--- config.mk ---
export PLATFORM = sky130hd
export DESIGN_NAME = cache_controller_flat
export DESIGN_NICKNAME = d
export VERILOG_FILES = /design/src/rtl/cache_if.sv /design/src/rtl/cache_controller.sv /design/src/flat_wrapper.sv
export SDC_FILE = /design/constraint.sdc
export NUM_CORES = 2
export LEC_CHECK = 0
export CORE_MARGIN = 1
export CORE_UTILIZATION = 50
export CTS_CLUSTER_SIZE = 40
export DETAILED_ROUTE_END_ITERATION = 10
export PLACE_DENSITY = 0.67
export SLEW_MARGIN = 20
export SYNTH_ARGS = -nofsm -noshare
export SYNTH_HDL_FRONTEND = slang
export SYNTH_SLANG_ARGS = --single-unit
--- constraint.sdc ---
create_clock -name clock -period 8.8 [get_ports clock]
set_input_delay 1.32 -clock clock [delete_from_list [all_inputs] [get_ports clock]]
set_output_delay 1.32 -clock clock [all_outputs]
set_load 0.05 [all_outputs]
--- src/rtl/cache_if.sv ---
// CPU-side and memory-side signal bundle for the 2-way write-back cache.
// Both sides use a hold-until-done handshake: the requester holds request/mem_read/mem_write
// with stable payload, and the transfer completes in the cycle hit_miss/mem_ready is 1.
interface cache_if #(
  parameter int ADDR_W = 14
);
  logic              request;
  logic              read_write;
  logic [ADDR_W-1:0] address;
  logic [31:0]       write_data;
  logic              hit_miss;
  logic [31:0]       read_data;
  logic              mem_read;
  logic              mem_write;
  logic [ADDR_W-1:0] mem_address;
  logic [127:0]      mem_write_data;
  logic [127:0]      mem_read_data;
  logic              mem_ready;

  modport master (
    output request, read_write, address, write_data, mem_read_data, mem_ready,
    input  hit_miss, read_data, mem_read, mem_write, mem_address, mem_write_data
  );

  modport slave (
    input  request, read_write, address, write_data, mem_read_data, mem_ready,
    output hit_miss, read_data, mem_read, mem_write, mem_address, mem_write_data
  );
endinterface

--- src/rtl/cache_controller.sv ---
// Write-back, write-allocate, 2-way set-associative cache with its miss-handling FSM.
// Block = 4 words; memory moves whole blocks in one beat.
module cache_controller #(
  parameter int ADDR_W  = 14,
  parameter int INDEX_W = 2
) (
  input  logic       clock,
  input  logic       reset,
  cache_if.slave     bus,
  output logic [1:0] debug_state
);
  localparam int TAG_W = ADDR_W - 4 - INDEX_W;
  localparam int SETS  = 1 << INDEX_W;

  typedef enum logic [1:0] {
    COMPARE    = 2'd0,
    WRITE_BACK = 2'd1,
    ALLOCATE   = 2'd2
  } state_t;

  state_t state, state_next;

  logic [TAG_W-1:0]      tag_mem  [2][SETS];
  logic [127:0]          data_mem [2][SETS];
  logic [1:0][SETS-1:0]  valid;
  logic [1:0][SETS-1:0]  dirty;
  logic [SETS-1:0]       lru;

  logic [INDEX_W-1:0]    lat_idx;
  logic [TAG_W-1:0]      lat_tag;
  logic                  lat_way;

  logic [INDEX_W-1:0]    idx;
  logic [TAG_W-1:0]      tag;
  logic [1:0]            word;
  logic                  hit0, hit1, hit, hit_way, victim, victim_dirty;
  logic [31:0]           hit_word, read_q;
  logic                  hit_miss_c, mem_read_c, mem_write_c;
  logic [ADDR_W-1:0]     mem_address_c;
  logic [127:0]          mem_write_data_c;

  assign idx  = bus.address[3+INDEX_W:4];
  assign tag  = bus.address[ADDR_W-1:4+INDEX_W];
  assign word = bus.address[3:2];

  assign hit0    = valid[0][idx] && (tag_mem[0][idx] == tag);
  assign hit1    = valid[1][idx] && (tag_mem[1][idx] == tag);
  assign hit     = hit0 || hit1;
  assign hit_way = !hit0;
  assign hit_word = data_mem[hit_way][idx][{word, 5'd0} +: 32];

  // Invalid ways are filled first (way0 before way1); otherwise LRU picks the victim.
  assign victim       = !valid[0][idx] ? 1'b0 : (!valid[1][idx] ? 1'b1 : lru[idx]);
  assign victim_dirty = valid[victim][idx] && dirty[victim][idx];

  always_comb begin
    state_next       = state;
    hit_miss_c       = 1'b0;
    mem_read_c       = 1'b0;
    mem_write_c      = 1'b0;
    mem_address_c    = '0;
    mem_write_data_c = '0;
    case (state)
      COMPARE: begin
        if (bus.request) begin
          if (hit) hit_miss_c = 1'b1;
          else     state_next = victim_dirty ? WRITE_BACK : ALLOCATE;
        end
      end
      WRITE_BACK: begin
        mem_write_c      = 1'b1;
        mem_address_c    = {tag_mem[lat_way][lat_idx], lat_idx, 4'b0000};
        mem_write_data_c = data_mem[lat_way][lat_idx];
        if (bus.mem_ready) state_next = ALLOCATE;
      end
      ALLOCATE: begin
        mem_read_c    = 1'b1;
        mem_address_c = {lat_tag, lat_idx, 4'b0000};
        if (bus.mem_ready) state_next = COMPARE;
      end
      default: state_next = COMPARE;
    endcase
  end

  always_ff @(posedge clock or posedge reset) begin
    if (reset) begin
      state   <= COMPARE;
      valid   <= '0;
      dirty   <= '0;
      lru     <= '0;
      read_q  <= '0;
      lat_idx <= '0;
      lat_tag <= '0;
      lat_way <= 1'b0;
    end else begin
      state <= state_next;
      if (state == COMPARE && bus.request) begin
        if (hit) begin
          lru[idx] <= ~hit_way;
          if (bus.read_write) dirty[hit_way][idx] <= 1'b1;
          else                read_q <= hit_word;
        end else begin
          lat_idx <= idx;
          lat_tag <= tag;
          lat_way <= victim;
        end
      end
      if (state == ALLOCATE && bus.mem_ready) begin
        valid[lat_way][lat_idx] <= 1'b1;
        dirty[lat_way][lat_idx] <= 1'b0;
      end
    end
  end

  // Tag and data arrays carry no reset; validity alone decides whether they are meaningful.
  always_ff @(posedge clock) begin
    if (state == COMPARE && bus.request && hit && bus.read_write)
      data_mem[hit_way][idx][{word, 5'd0} +: 32] <= bus.write_data;
    if (state == ALLOCATE && bus.mem_ready) begin
      tag_mem[lat_way][lat_idx]  <= lat_tag;
      data_mem[lat_way][lat_idx] <= bus.mem_read_data;
    end
  end

  assign bus.hit_miss       = hit_miss_c;
  assign bus.read_data      = (hit_miss_c && !bus.read_write) ? hit_word : read_q;
  assign bus.mem_read       = mem_read_c;
  assign bus.mem_write      = mem_write_c;
  assign bus.mem_address    = mem_address_c;
  assign bus.mem_write_data = mem_write_data_c;
  assign debug_state        = state;
endmodule

--- src/flat_wrapper.sv ---
// flat-port wrapper written by rule: the top's interface ports become plain ports
module cache_controller_flat 
#(
  parameter int ADDR_W  = 14,
  parameter int INDEX_W = 2
)
  (clock, reset, debug_state, bus_request, bus_read_write, bus_address, bus_write_data, bus_mem_read_data, bus_mem_ready, bus_hit_miss, bus_read_data, bus_mem_read, bus_mem_write, bus_mem_address, bus_mem_write_data);
  cache_if #(.ADDR_W(ADDR_W)) bus_i ();
  input  logic clock;
  input  logic reset;
  output logic [1:0] debug_state;
  input wire logic [$bits(bus_i.request)-1:0] bus_request;
  input wire logic [$bits(bus_i.read_write)-1:0] bus_read_write;
  input wire logic [$bits(bus_i.address)-1:0] bus_address;
  input wire logic [$bits(bus_i.write_data)-1:0] bus_write_data;
  input wire logic [$bits(bus_i.mem_read_data)-1:0] bus_mem_read_data;
  input wire logic [$bits(bus_i.mem_ready)-1:0] bus_mem_ready;
  output wire logic [$bits(bus_i.hit_miss)-1:0] bus_hit_miss;
  output wire logic [$bits(bus_i.read_data)-1:0] bus_read_data;
  output wire logic [$bits(bus_i.mem_read)-1:0] bus_mem_read;
  output wire logic [$bits(bus_i.mem_write)-1:0] bus_mem_write;
  output wire logic [$bits(bus_i.mem_address)-1:0] bus_mem_address;
  output wire logic [$bits(bus_i.mem_write_data)-1:0] bus_mem_write_data;
  assign bus_i.request = bus_request;
  assign bus_i.read_write = bus_read_write;
  assign bus_i.address = bus_address;
  assign bus_i.write_data = bus_write_data;
  assign bus_i.mem_read_data = bus_mem_read_data;
  assign bus_i.mem_ready = bus_mem_ready;
  assign bus_hit_miss = bus_i.hit_miss;
  assign bus_read_data = bus_i.read_data;
  assign bus_mem_read = bus_i.mem_read;
  assign bus_mem_write = bus_i.mem_write;
  assign bus_mem_address = bus_i.mem_address;
  assign bus_mem_write_data = bus_i.mem_write_data;
  cache_controller #(.ADDR_W(ADDR_W), .INDEX_W(INDEX_W)) u_core (.clock(clock), .reset(reset), .bus(bus_i), .debug_state(debug_state));
endmodule
==> flow_metrics.env <==
export IMPL_synth_warnings=0
export IMPL_grt_max_degree=167
export IMPL_rsz0062_at_grt="no"
export IMPL_synth_area_sq_um=55200
export IMPL_grt_pass1_wl_mm=240
export IMPL_cp_start_kind="input port"
export IMPL_wl_per_cell_um=36.3
export IMPL_htreeDepth=3
export IMPL_cp_required_ps=7480
export IMPL_crit_fanout=80
export IMPL_synth_area_leader_cell="edfxtp_1"
export IMPL_crit_arrival_ps=6430
export IMPL_globalplace_congestion=0.848
export IMPL_dp_hpwl_mm=109
export IMPL_synth_area_leaders="edfxtp_1 59%, mux4_2 23%, mux2i_1 4.4%"
export IMPL_hold_buffers=0
export IMPL_path_clk_slew_ps=60
export IMPL_yosysMostFrequentCell="edfxtp_1"
export IMPL_fin_tns_setup_ps=0
export IMPL_start_util_pct=50.6
export IMPL_r2r_start="u_core.tag_mem[0][24]"
export IMPL_clock_sinks=1153
export IMPL_layout_setup_ws_ps=1050
export IMPL_drt_iter0_markers=4115
export IMPL_yosysUniqueCellTypes=51
export IMPL_yosysSeqAreaShare_pct=62.1
export IMPL_switching_power_mw=5.57
export IMPL_postRouteWirelength_mm=170
export IMPL_clockPowerShare_pct=28.5
export IMPL_fillers=7796
export IMPL_final_util_pct=59.1
export IMPL_grt_pass1_vias=32582
export IMPL_cts_resized=0
export IMPL_switching_share_pct=31.5
export IMPL_synth_common_cells="1,088 x edfxtp_1, 570 x mux4_2, 245 x mux2i_1"
export IMPL_ant_nets=0
export IMPL_synthArstFlopShare_pct=5.64
export IMPL_fin_crit_ps=7750
export IMPL_setup_violations_final=0
export IMPL_cts_buffers=118
export IMPL_syn_to_final_growth_pct=16.8
export IMPL_antenna_found_initial=9
export IMPL_crit_start="bus_address[4]"
export IMPL_maxSlewViolCount=0
export IMPL_ios=358
export IMPL_p_leak_nw=21.0
export IMPL_p_int_mw=12.1
export IMPL_ff_latch_area_sq_um=34300
export IMPL_die_area_sq_um=112000
export IMPL_cts_tree="built"
export IMPL_placed_area_sq_um=60600
export IMPL_p_total_mw=17.7
export IMPL_endpoint_kind="output pin"
export IMPL_grt_ovfl_total=0
export IMPL_fin_skew_ps=33.3
export IMPL_grt_use_total_pct=30.6
export IMPL_min_from="u_core.valid[7]"
export IMPL_relSlewSlack_pct=21.0
export IMPL_clock_latency_ps=720
export IMPL_synth_top_flop_cell="edfxtp_1"
export IMPL_p_per_area_nw_per_um2=274
export IMPL_dr_pass1_iters=5
export IMPL_die_height_um=334
export IMPL_power_frac_comb_pct=30.5
export IMPL_vias=32032
export IMPL_core_area_sq_um=109000
export IMPL_pre_cts_slack_ps=960
export IMPL_ys_ff_latch=1153
export IMPL_post_route_period_util_pct=88.1
export IMPL_die_width_um=334
export IMPL_root_buffer="clkbuf_16"
export IMPL_syn_avg_cell_area_sq_um=19.8
export IMPL_drc=0
export IMPL_fmax_mhz=129
export IMPL_cap_violations=0
export IMPL_placement_io_buffers=351
export IMPL_irDropWorstVdd_uv=312
export IMPL_rows=121
export IMPL_cts_buffer_depth=3
export IMPL_nNetsFinal=3297
export IMPL_hold_class="reg -> reg"
export IMPL_drive_gt1_share_pct=30.9
export IMPL_syn_inst=2787
export IMPL_outcome="complete, no violations"
export IMPL_path_class="in -> out"
export IMPL_post_cts_buffers=0
export IMPL_post_route_cell_area_sq_um=64500
export IMPL_multi_input_area_sq_um=20200
export IMPL_hold_viol=0
export IMPL_synth_edf_count=1088
export IMPL_seqPwrFrac_pct=41.0
export IMPL_worst_slew_pin_transition_ps=1190
export IMPL_vias_per_cell=6.83
export IMPL_yosys_area_top_type_share_pct=59.2
final cells by class:
cell class | count | share of cell area (%)
Antenna cell | 3 | 0.0116
Clock buffer | 155 | 5.05
Clock inverter | 65 | 0.984
Inverter | 8 | 0.0485
Multi-Input combinational cell | 1404 | 31.4
Sequential cell | 1153 | 53.2
Tap cell | 1476 | 2.86
Timing Repair Buffer | 425 | 6.47
cell usage in the layout, fill, tap and decap left out, types with 32 or more instances in the layout:
cell / Yosys / routed
edfxtp_1: 1088 / 1088
mux4_2: 570 / 570
clkdlybuf4s50_1: 0 / 347
mux2i_1: 245 / 245
nor2b_1: 139 / 139
a22o_1: 132 / 132
clkbuf_16: 0 / 122
mux2_2: 103 / 103
buf_4: 14 / 67
dfrtp_1: 65 / 62
nor2_4: 0 / 32
power groups by stage:
| stage | Combinational (mW) | Clock, mW | Sequential [mW] |
|---|---|---|---|
| floorplan | 3.76 | 0 | 7.11 |
| global placement | 5.28 | 0 | 7.28 |
| detailed placement | 5.39 | 0 | 7.34 |
| CTS | 5.40 | 5.07 | 7.23 |
| global route | 5.64 | 5.26 | 7.28 |
| finish | 5.39 | 5.03 | 7.24 |
path summary, 6_finish.rpt:
| check | end | slack (ps) | depth (start not counted) |
|---|---|---|---|
| min in group asynchronous | u_core.lat_tag[0] | 890 | 2 |
| max | bus_read_data[21] | 1050 | 8 |
| max in group asynchronous | u_core.lat_way | 6640 | 3 |
| max reg2reg | u_core.data_mem[0][464] | 4140 | 10 |
| min | u_core.valid[7] | 470 | 1 |
| min reg2reg | u_core.valid[7] | 470 | 1 |
critical path, stage by stage:
cell and delay [ps]:
buf_8 610, buf_4 790, buf_4 910, mux4_2 640, mux4_2 550, mux2_2 350
mux2_2 290, clkdlybuf4s50_1 710
metrics by stage:
stage | cells | hold WS (ps)
after detailed placement | 4466 | 453
after CTS | 4686 | 466
after global routing | 4686 | 479
final | 4689 | 465
after floorplan | 2790 | 430
after global placement | 4466 | 448
metal layers:
layer  vias to the layer above  wire [um]  track usage, %
met4                         8       7300            12.5
met3                       298      18200            7.10
met1                     17149      65000            42.2
met5                         -         44               0
li1                      12522          -               -
met2                      2055      79800            47.2
registers in the layout (all words and copies together) (netlist names):
signal,cells
u_core.data_mem,1024
u_core.tag_mem,64
u_core.read_q,32
u_core.dirty,8
u_core.lat_tag,8
u_core.valid,8
u_core.lru,4
u_core.debug_state,2
u_core.lat_idx,2
u_core.lat_way,1
logic make-up (layout without fill, tap and decap cells):
family                   count (synthesis)  count (layout)  share of synthesized area (%)
XOR/XNOR                                18              18                          0.286
adder cells (fa/ha/maj)                  8               8                          0.181
AND/OR/NAND/NOR                        255             255                           2.61
AO/OA/AOI/OAI                          185             185                           2.72
multiplexers                           934             934                           30.2
buffers and inverters                  233             653                           1.86
other                                    1               7                        0.00679
flip-flops                            1153            1153                           62.1
Note: power is estimated with default switching activity, not from simulation.
